--- src/rtl/bp_me_mem_cmd_arbiter_pkg.sv ---
// Shared constants and helpers for the memory command arbiter.
// - Config selectors stand in for the bp_params_p configuration enum.
// - cce_mem_msg_width(): width of one memory command/response message for a config.
// - safe_clog2(): clog2 that never returns 0, used for index widths.
package bp_me_mem_cmd_arbiter_pkg;

  localparam int unsigned BpCfgFlowvar = 0;
  localparam int unsigned BpCfgNarrow  = 1;

  function automatic int unsigned cce_mem_msg_width(input int unsigned cfg);
    return (cfg == BpCfgNarrow) ? 32 : 64;
  endfunction

  function automatic int unsigned safe_clog2(input int unsigned n);
    return (n <= 1) ? 1 : $clog2(n);
  endfunction

endpackage

--- src/rtl/bp_me_mem_cmd_arbiter_idq.sv ---
// In-order ID queue: a small circular FIFO recording which requester owns each
// outstanding command.
// Ports: clk_i/reset_i (sync, active-high); push side data_i/v_i/ready_o
// (ready/valid); pop side data_o/v_o/yumi_i (yumi: consumer pops when data_o used).
module bp_me_mem_cmd_arbiter_idq
  import bp_me_mem_cmd_arbiter_pkg::*;
#(
  parameter int unsigned width_p = 1,
  parameter int unsigned els_p = 4,
  localparam int unsigned ptr_w_lp = safe_clog2(els_p),
  localparam int unsigned cnt_w_lp = $clog2(els_p + 1)
) (
  input  logic               clk_i,
  input  logic               reset_i,
  input  logic [width_p-1:0] data_i,
  input  logic               v_i,
  output logic               ready_o,
  output logic [width_p-1:0] data_o,
  output logic               v_o,
  input  logic               yumi_i
);

  logic [width_p-1:0]  r_mem [els_p];
  logic [ptr_w_lp-1:0] r_wptr, r_rptr;
  logic [cnt_w_lp-1:0] r_cnt;
  logic                w_push, w_pop;

  function automatic logic [ptr_w_lp-1:0] next_ptr(input logic [ptr_w_lp-1:0] p);
    return (p == ptr_w_lp'(els_p - 1)) ? '0 : p + 1'b1;
  endfunction

  assign ready_o = (r_cnt != cnt_w_lp'(els_p));
  assign v_o     = (r_cnt != '0);
  assign data_o  = r_mem[r_rptr];
  assign w_push  = v_i & ready_o;
  assign w_pop   = yumi_i & v_o;

  always_ff @(posedge clk_i) begin
    if (reset_i) begin
      r_wptr <= '0;
      r_rptr <= '0;
      r_cnt  <= '0;
    end else begin
      if (w_push) r_wptr <= next_ptr(r_wptr);
      if (w_pop)  r_rptr <= next_ptr(r_rptr);
      if (w_push && !w_pop)      r_cnt <= r_cnt + 1'b1;
      else if (!w_push && w_pop) r_cnt <= r_cnt - 1'b1;
    end
  end

  // Storage needs no reset; validity is tracked by r_cnt.
  always_ff @(posedge clk_i) begin
    if (w_push) r_mem[r_wptr] <= data_i;
  end

endmodule

--- src/rtl/bp_me_mem_cmd_arbiter.sv ---
// Shares one memory command/response channel pair between num_req_p requesters.
// Commands: round-robin grant from rr pointer, limited by a credit counter of
// max_outstanding_p. Responses: routed to the owner recorded in an in-order ID queue.
// Ports: clk_i/reset_i (sync, active-high); mem_cmd_i/mem_cmd_v_i/mem_cmd_ready_o
// (requester side, requester 0 in LSBs); mem_cmd_o/mem_cmd_v_o/mem_cmd_ready_i
// (memory side); mem_resp_i/mem_resp_v_i/mem_resp_yumi_o (memory side);
// mem_resp_o/mem_resp_v_o/mem_resp_yumi_i (requester side); idle_o.
module bp_me_mem_cmd_arbiter
  import bp_me_mem_cmd_arbiter_pkg::*;
#(
  parameter int unsigned bp_params_p = BpCfgFlowvar,
  parameter int unsigned num_req_p = 2,
  parameter int unsigned max_outstanding_p = 4,
  localparam int unsigned cce_mem_msg_width_lp = cce_mem_msg_width(bp_params_p),
  localparam int unsigned lg_num_req_lp = safe_clog2(num_req_p)
) (
  input  logic                                      clk_i,
  input  logic                                      reset_i,
  input  logic [num_req_p*cce_mem_msg_width_lp-1:0] mem_cmd_i,
  input  logic [num_req_p-1:0]                      mem_cmd_v_i,
  output logic [num_req_p-1:0]                      mem_cmd_ready_o,
  output logic [cce_mem_msg_width_lp-1:0]           mem_cmd_o,
  output logic                                      mem_cmd_v_o,
  input  logic                                      mem_cmd_ready_i,
  input  logic [cce_mem_msg_width_lp-1:0]           mem_resp_i,
  input  logic                                      mem_resp_v_i,
  output logic                                      mem_resp_yumi_o,
  output logic [cce_mem_msg_width_lp-1:0]           mem_resp_o,
  output logic [num_req_p-1:0]                      mem_resp_v_o,
  input  logic [num_req_p-1:0]                      mem_resp_yumi_i,
  output logic                                      idle_o
);

  localparam int unsigned CntW = $clog2(max_outstanding_p + 1);

  logic [CntW-1:0]          r_cnt;
  logic [lg_num_req_lp-1:0] r_rr;
  logic [lg_num_req_lp-1:0] w_grant_idx, w_head;
  logic [num_req_p-1:0]     w_grant;
  int unsigned              w_idx;
  logic                     w_found, w_credit_ok, w_cmd_hs, w_head_v, w_idq_ready, w_resp_ok;

  // Registered count only: a same-cycle pop does not free a credit. Reset gates
  // everything so outputs are quiet while reset is held.
  assign w_credit_ok = ~reset_i & (r_cnt < CntW'(max_outstanding_p)) & w_idq_ready;

  // Rotating priority: scan from r_rr upward, first valid requester wins.
  always_comb begin
    w_found     = 1'b0;
    w_idx       = 0;
    w_grant_idx = '0;
    mem_cmd_o   = '0;
    for (int k = 0; k < int'(num_req_p); k++) begin
      w_idx = (int'(r_rr) + k) % num_req_p;
      if (!w_found && mem_cmd_v_i[w_idx]) begin
        w_found     = 1'b1;
        w_grant_idx = lg_num_req_lp'(w_idx);
        mem_cmd_o   = mem_cmd_i[w_idx*cce_mem_msg_width_lp +: cce_mem_msg_width_lp];
      end
    end
  end

  assign w_grant         = w_found ? ({{(num_req_p-1){1'b0}}, 1'b1} << w_grant_idx) : '0;
  assign mem_cmd_v_o     = (|mem_cmd_v_i) & w_credit_ok;
  assign mem_cmd_ready_o = w_grant & {num_req_p{mem_cmd_ready_i & w_credit_ok}};
  assign w_cmd_hs        = mem_cmd_v_o & mem_cmd_ready_i;

  bp_me_mem_cmd_arbiter_idq #(
    .width_p(lg_num_req_lp),
    .els_p  (max_outstanding_p)
  ) u_idq (
    .clk_i  (clk_i),
    .reset_i(reset_i),
    .data_i (w_grant_idx),
    .v_i    (w_cmd_hs),
    .ready_o(w_idq_ready),
    .data_o (w_head),
    .v_o    (w_head_v),
    .yumi_i (mem_resp_yumi_o)
  );

  assign w_resp_ok       = ~reset_i & mem_resp_v_i & w_head_v;
  assign mem_resp_o      = mem_resp_i;
  assign mem_resp_v_o    = w_resp_ok ? ({{(num_req_p-1){1'b0}}, 1'b1} << w_head) : '0;
  // Only the head owner's yumi counts; yumi from anyone else is ignored.
  assign mem_resp_yumi_o = w_resp_ok & mem_resp_yumi_i[w_head];
  assign idle_o          = reset_i | (r_cnt == '0);

  always_ff @(posedge clk_i) begin
    if (reset_i) begin
      r_cnt <= '0;
      r_rr  <= '0;
    end else begin
      if (w_cmd_hs && !mem_resp_yumi_o)      r_cnt <= r_cnt + 1'b1;
      else if (!w_cmd_hs && mem_resp_yumi_o) r_cnt <= r_cnt - 1'b1;
      if (w_cmd_hs) begin
        r_rr <= (w_grant_idx == lg_num_req_lp'(num_req_p - 1)) ? '0 : w_grant_idx + 1'b1;
      end
    end
  end

  // A response with nothing outstanding means the memory side misbehaved.
  always_ff @(posedge clk_i) begin
    if (!reset_i) begin
      assert (!(mem_resp_v_i && !w_head_v))
        else $warning("mem_resp_v_i asserted with no outstanding command");
    end
  end

endmodule

--- config.mk ---
export PLATFORM = sky130hd
export DESIGN_NAME = bp_me_mem_cmd_arbiter
export DESIGN_NICKNAME = d
export VERILOG_FILES = /design/src/rtl/bp_me_mem_cmd_arbiter_pkg.sv /design/src/rtl/bp_me_mem_cmd_arbiter_idq.sv /design/src/rtl/bp_me_mem_cmd_arbiter.sv
export SDC_FILE = /design/constraint.sdc
export NUM_CORES = 1
export LEC_CHECK = 0
export ABC_AREA = 1
export BUFFER_PORTS_ARGS = -buffer_cell sky130_fd_sc_hd__clkbuf_2
export CAP_MARGIN = 25
export CORE_AREA = 2 2 129 131
export DETAILED_ROUTE_END_ITERATION = 16
export DIE_AREA = 0 0 131 133
export PLACE_DENSITY = 0.52
export SYNTH_ARGS = -nofsm -noshare
export SYNTH_HDL_FRONTEND = slang
export SYNTH_SLANG_ARGS = --single-unit
export TNS_END_PERCENT = 10
--- constraint.sdc ---
create_clock -name clk_i -period 2.5 [get_ports clk_i]
set_clock_uncertainty 0.2 [all_clocks]
set_input_delay 0.375 -clock clk_i [delete_from_list [all_inputs] [get_ports clk_i]]
set_output_delay 0.375 -clock clk_i [all_outputs]
set_load 0.01 [all_outputs]
==> results.json <==
{
  "status": "completed",
  "hold_viol": 0,
  "critPathKind": "reg2reg",
  "clk_pin_slew_ns": 0.05,
  "crit_path_start_kind": "flip-flop",
  "finalCriticalPeriod_ns": 2.22,
  "drt-total-wl_microns": 12200,
  "tightest_slew_ns": 0.406,
  "crit_chain": "inv_1 -> nand2_1 -> nand3_1 -> nand2_1 -> nand2_1 -> nand2_1 -> nand2_1 -> ha_1 -> inv_1 -> fa_1 -> a21oi_1 -> o21ai_0 -> o21ai_0 -> a21oi_1",
  "syn_area_sq_um": 3620,
  "clockBufferDepth": 2,
  "required_ns": 2.43,
  "fin_nets": 954,
  "cts_tree": "done",
  "netlist_instances": 627,
  "slew_headroom_pct": 72.9,
  "cts_buffers": 3,
  "cts.htree.levels": 1,
  "arrival_ns": 2.15,
  "fp.dieW_microns": 131,
  "p_comb_share_pct": 61.1,
  "ant_nets": 0,
  "cts_root_buf": "clkbuf_16",
  "post_synth.cell_area_avg_sq_um": 5.77,
  "syn_nets": 836,
  "grt-ovfl-total": 0,
  "path_common_cell": "nand2_1",
  "hp-class": "in2reg",
  "dp_hpwl_microns": 9630,
  "end_kind": "flip-flop",
  "first_global_vias": 3755,
  "crit_family": "adder cells",
  "via_count": 4234,
  "pwr-share-clk_pct": 19.1,
  "drive_above_1_share_pct": 31.0,
  "fmax_ghz": 0.451,
  "synth_cell_types": 23,
  "p_int_mw": 0.977,
  "fin_crit_sh_pct": 88.7,
  "die_h_microns": 133,
  "drc_errors": 0,
  "die_area_sq_um": 17400,
  "clock_latency_ns": 0.24,
  "drtPass1Iterations": 4,
  "drt_iter0_drc": 188,
  "ys_warn_count": 0,
  "antenna_found_initial": 0,
  "fillCellCount": 1856,
  "seq_power_share_pct": 19.8,
  "place_congestion": 0.740,
  "core_area_sq_um": 16200,
  "final_area_sq_um": 4490,
  "grt_first_pass_wirelength_microns": 18500,
  "cts_sinks": 17,
  "io_buffers": 206,
  "reg2reg_setup_slack_ns": 0.28,
  "power.switching_mw": 0.687,
  "swShare_pct": 41.3,
  "power.density_nw_per_um2": 371,
  "path_max_fanout": 4,
  "rows": 47,
  "synth-seq-cells": 17,
  "area_growth_pct": 24.1,
  "maxCapViolCount": 0,
  "yosysSeqAreaShare_pct": 10.5,
  "slowest_stage": "fa_1",
  "dpl_cell_area_sq_um": 4410,
  "path_buf_inv": 2,
  "top_level_ports": 335,
  "initial_utilization_pct": 22.4,
  "routedWlPerCell_microns": 12.6,
  "p_leak_nw": 2.52,
  "maxSlewViolCount": 0,
  "viasPerCell": 4.39,
  "setup-tns-final_ns": 0,
  "grt_use_total_pct": 12.9,
  "irDropWorstVdd_uv": 214,
  "setup_viol": 0,
  "critPathMaxStageDelay_ns": 0.37,
  "rsz0062_at_grt": "false",
  "grt_max_degree": 84
}
-- metrics by stage --
stage	instances	setup slack [ns]	hold slack [ns]	util (%)	power, mW
after floorplan	627	0.205	0.244	-	1.07
after global placement	960	0.186	0.277	27.2	1.36
after detailed placement	960	0.181	0.279	27.2	1.36
after CTS	964	0.232	0.113	27.7	1.68
after global routing	964	0.00870	0.123	27.8	1.82
final	965	0.283	0.109	27.8	1.66
-- synth_stat cells, drive strengths merged --
| master | n | area, sq um |
|---|---|---|
| a21oi | 12 | 71.3 |
| a22o | 64 | 561 |
| buf | 86 | 634 |
| clkbuf | 21 | 78.8 |
| dfxtp | 13 | 260 |
| edfxtp | 4 | 120 |
| fa | 2 | 40.0 |
| ha | 7 | 87.6 |
| inv | 93 | 349 |
| nand2 | 156 | 588 |
| nand3 | 10 | 50.1 |
| nor2 | 20 | 75.1 |
| nor3 | 1 | 5.00 |
| o21a | 1 | 7.51 |
| o21ai | 136 | 684 |
| o31ai | 1 | 7.51 |
-- layout by cell type (no fill, tap or decap) --
cell / Yosys / routed
nand2_1: 155 / 155
dfxtp_4: 0 / 1
a22o_1: 64 / 64
nor3_1: 1 / 1
o31ai_1: 1 / 1
diode_2: 0 / 1
a21oi_1: 11 / 11
fa_1: 2 / 2
o21a_1: 1 / 1
clkbuf_16: 0 / 3
dfxtp_1: 13 / 10
o21ai_4: 0 / 1
nand2_2: 1 / 1
clkbuf_2: 0 / 206
nand3_1: 10 / 10
clkinv_2: 0 / 2
inv_1: 92 / 92
nor2_1: 20 / 20
ha_1: 7 / 7
o21ai_0: 135 / 135
dfxtp_2: 0 / 2
a21oi_4: 1 / 1
buf_4: 68 / 8
edfxtp_1: 4 / 4
buf_12: 0 / 6
-- worst paths after layout --
path | endpoint | cells past startpoint | from
worst max-delay path | u_idq.r_cnt[2] | 14 | flip-flop
worst min-delay path | r_rr | 2 | reset_i
worst max register to register | u_idq.r_cnt[2] | 14 | flip-flop
worst min register to register | u_idq.r_cnt[0] | 1 | u_idq.r_cnt[0]
-- power groups by stage --
stage	Sequential [mW]	Combinational [mW]	Clock [mW]
floorplan	0.329	0.745	0
global placement	0.335	1.02	0
detailed placement	0.334	1.03	0
CTS	0.329	1.03	0.325
global route	0.334	1.15	0.333
finish	0.330	1.02	0.317
-- cells by family after synthesis --
group                      Yosys count  synth area share (%)
DFF                                 17                  10.5
AOI/OAI and AO/OA                  214                  36.8
adders and majority gates            9                  3.53
buffers and inverters              200                  29.3
and+or+nand+nor                    187                  19.8
-- layer usage --
| metal | track usage [%] | up-vias | part of all wire, % |
|---|---|---|---|
| met2 | 22.6 | 194 | 47 |
| met1 | 15.1 | 1806 | 41 |
| met3 | 4.61 | 14 | 11 |
| met4 | 2.19 | 0 | 1.2 |
| met5 | 0 | - | 0 |
| li1 | - | 2220 | - |
-- area by class of cell --
cell class,count,area [sq um],share of cell area [%]
sequential,17,387,8.61
clock buffer,3,75.1,1.67
multi-input combinational,410,2180,48.6
tap,220,275,6.13
inverter,93,350,7.80
clock inverter,1,5.00,0.111
antenna,1,2.50,0.0557
timing repair buffer,220,1210,27.0
-- repair_timing --
action	CTS	global route
endpoints found under the setup margin	0	1
hold buffers	0	0
gates resized for setup	0	2
setup buffers	0	0
No activity file was read; power rests on OpenSTA's default activity.
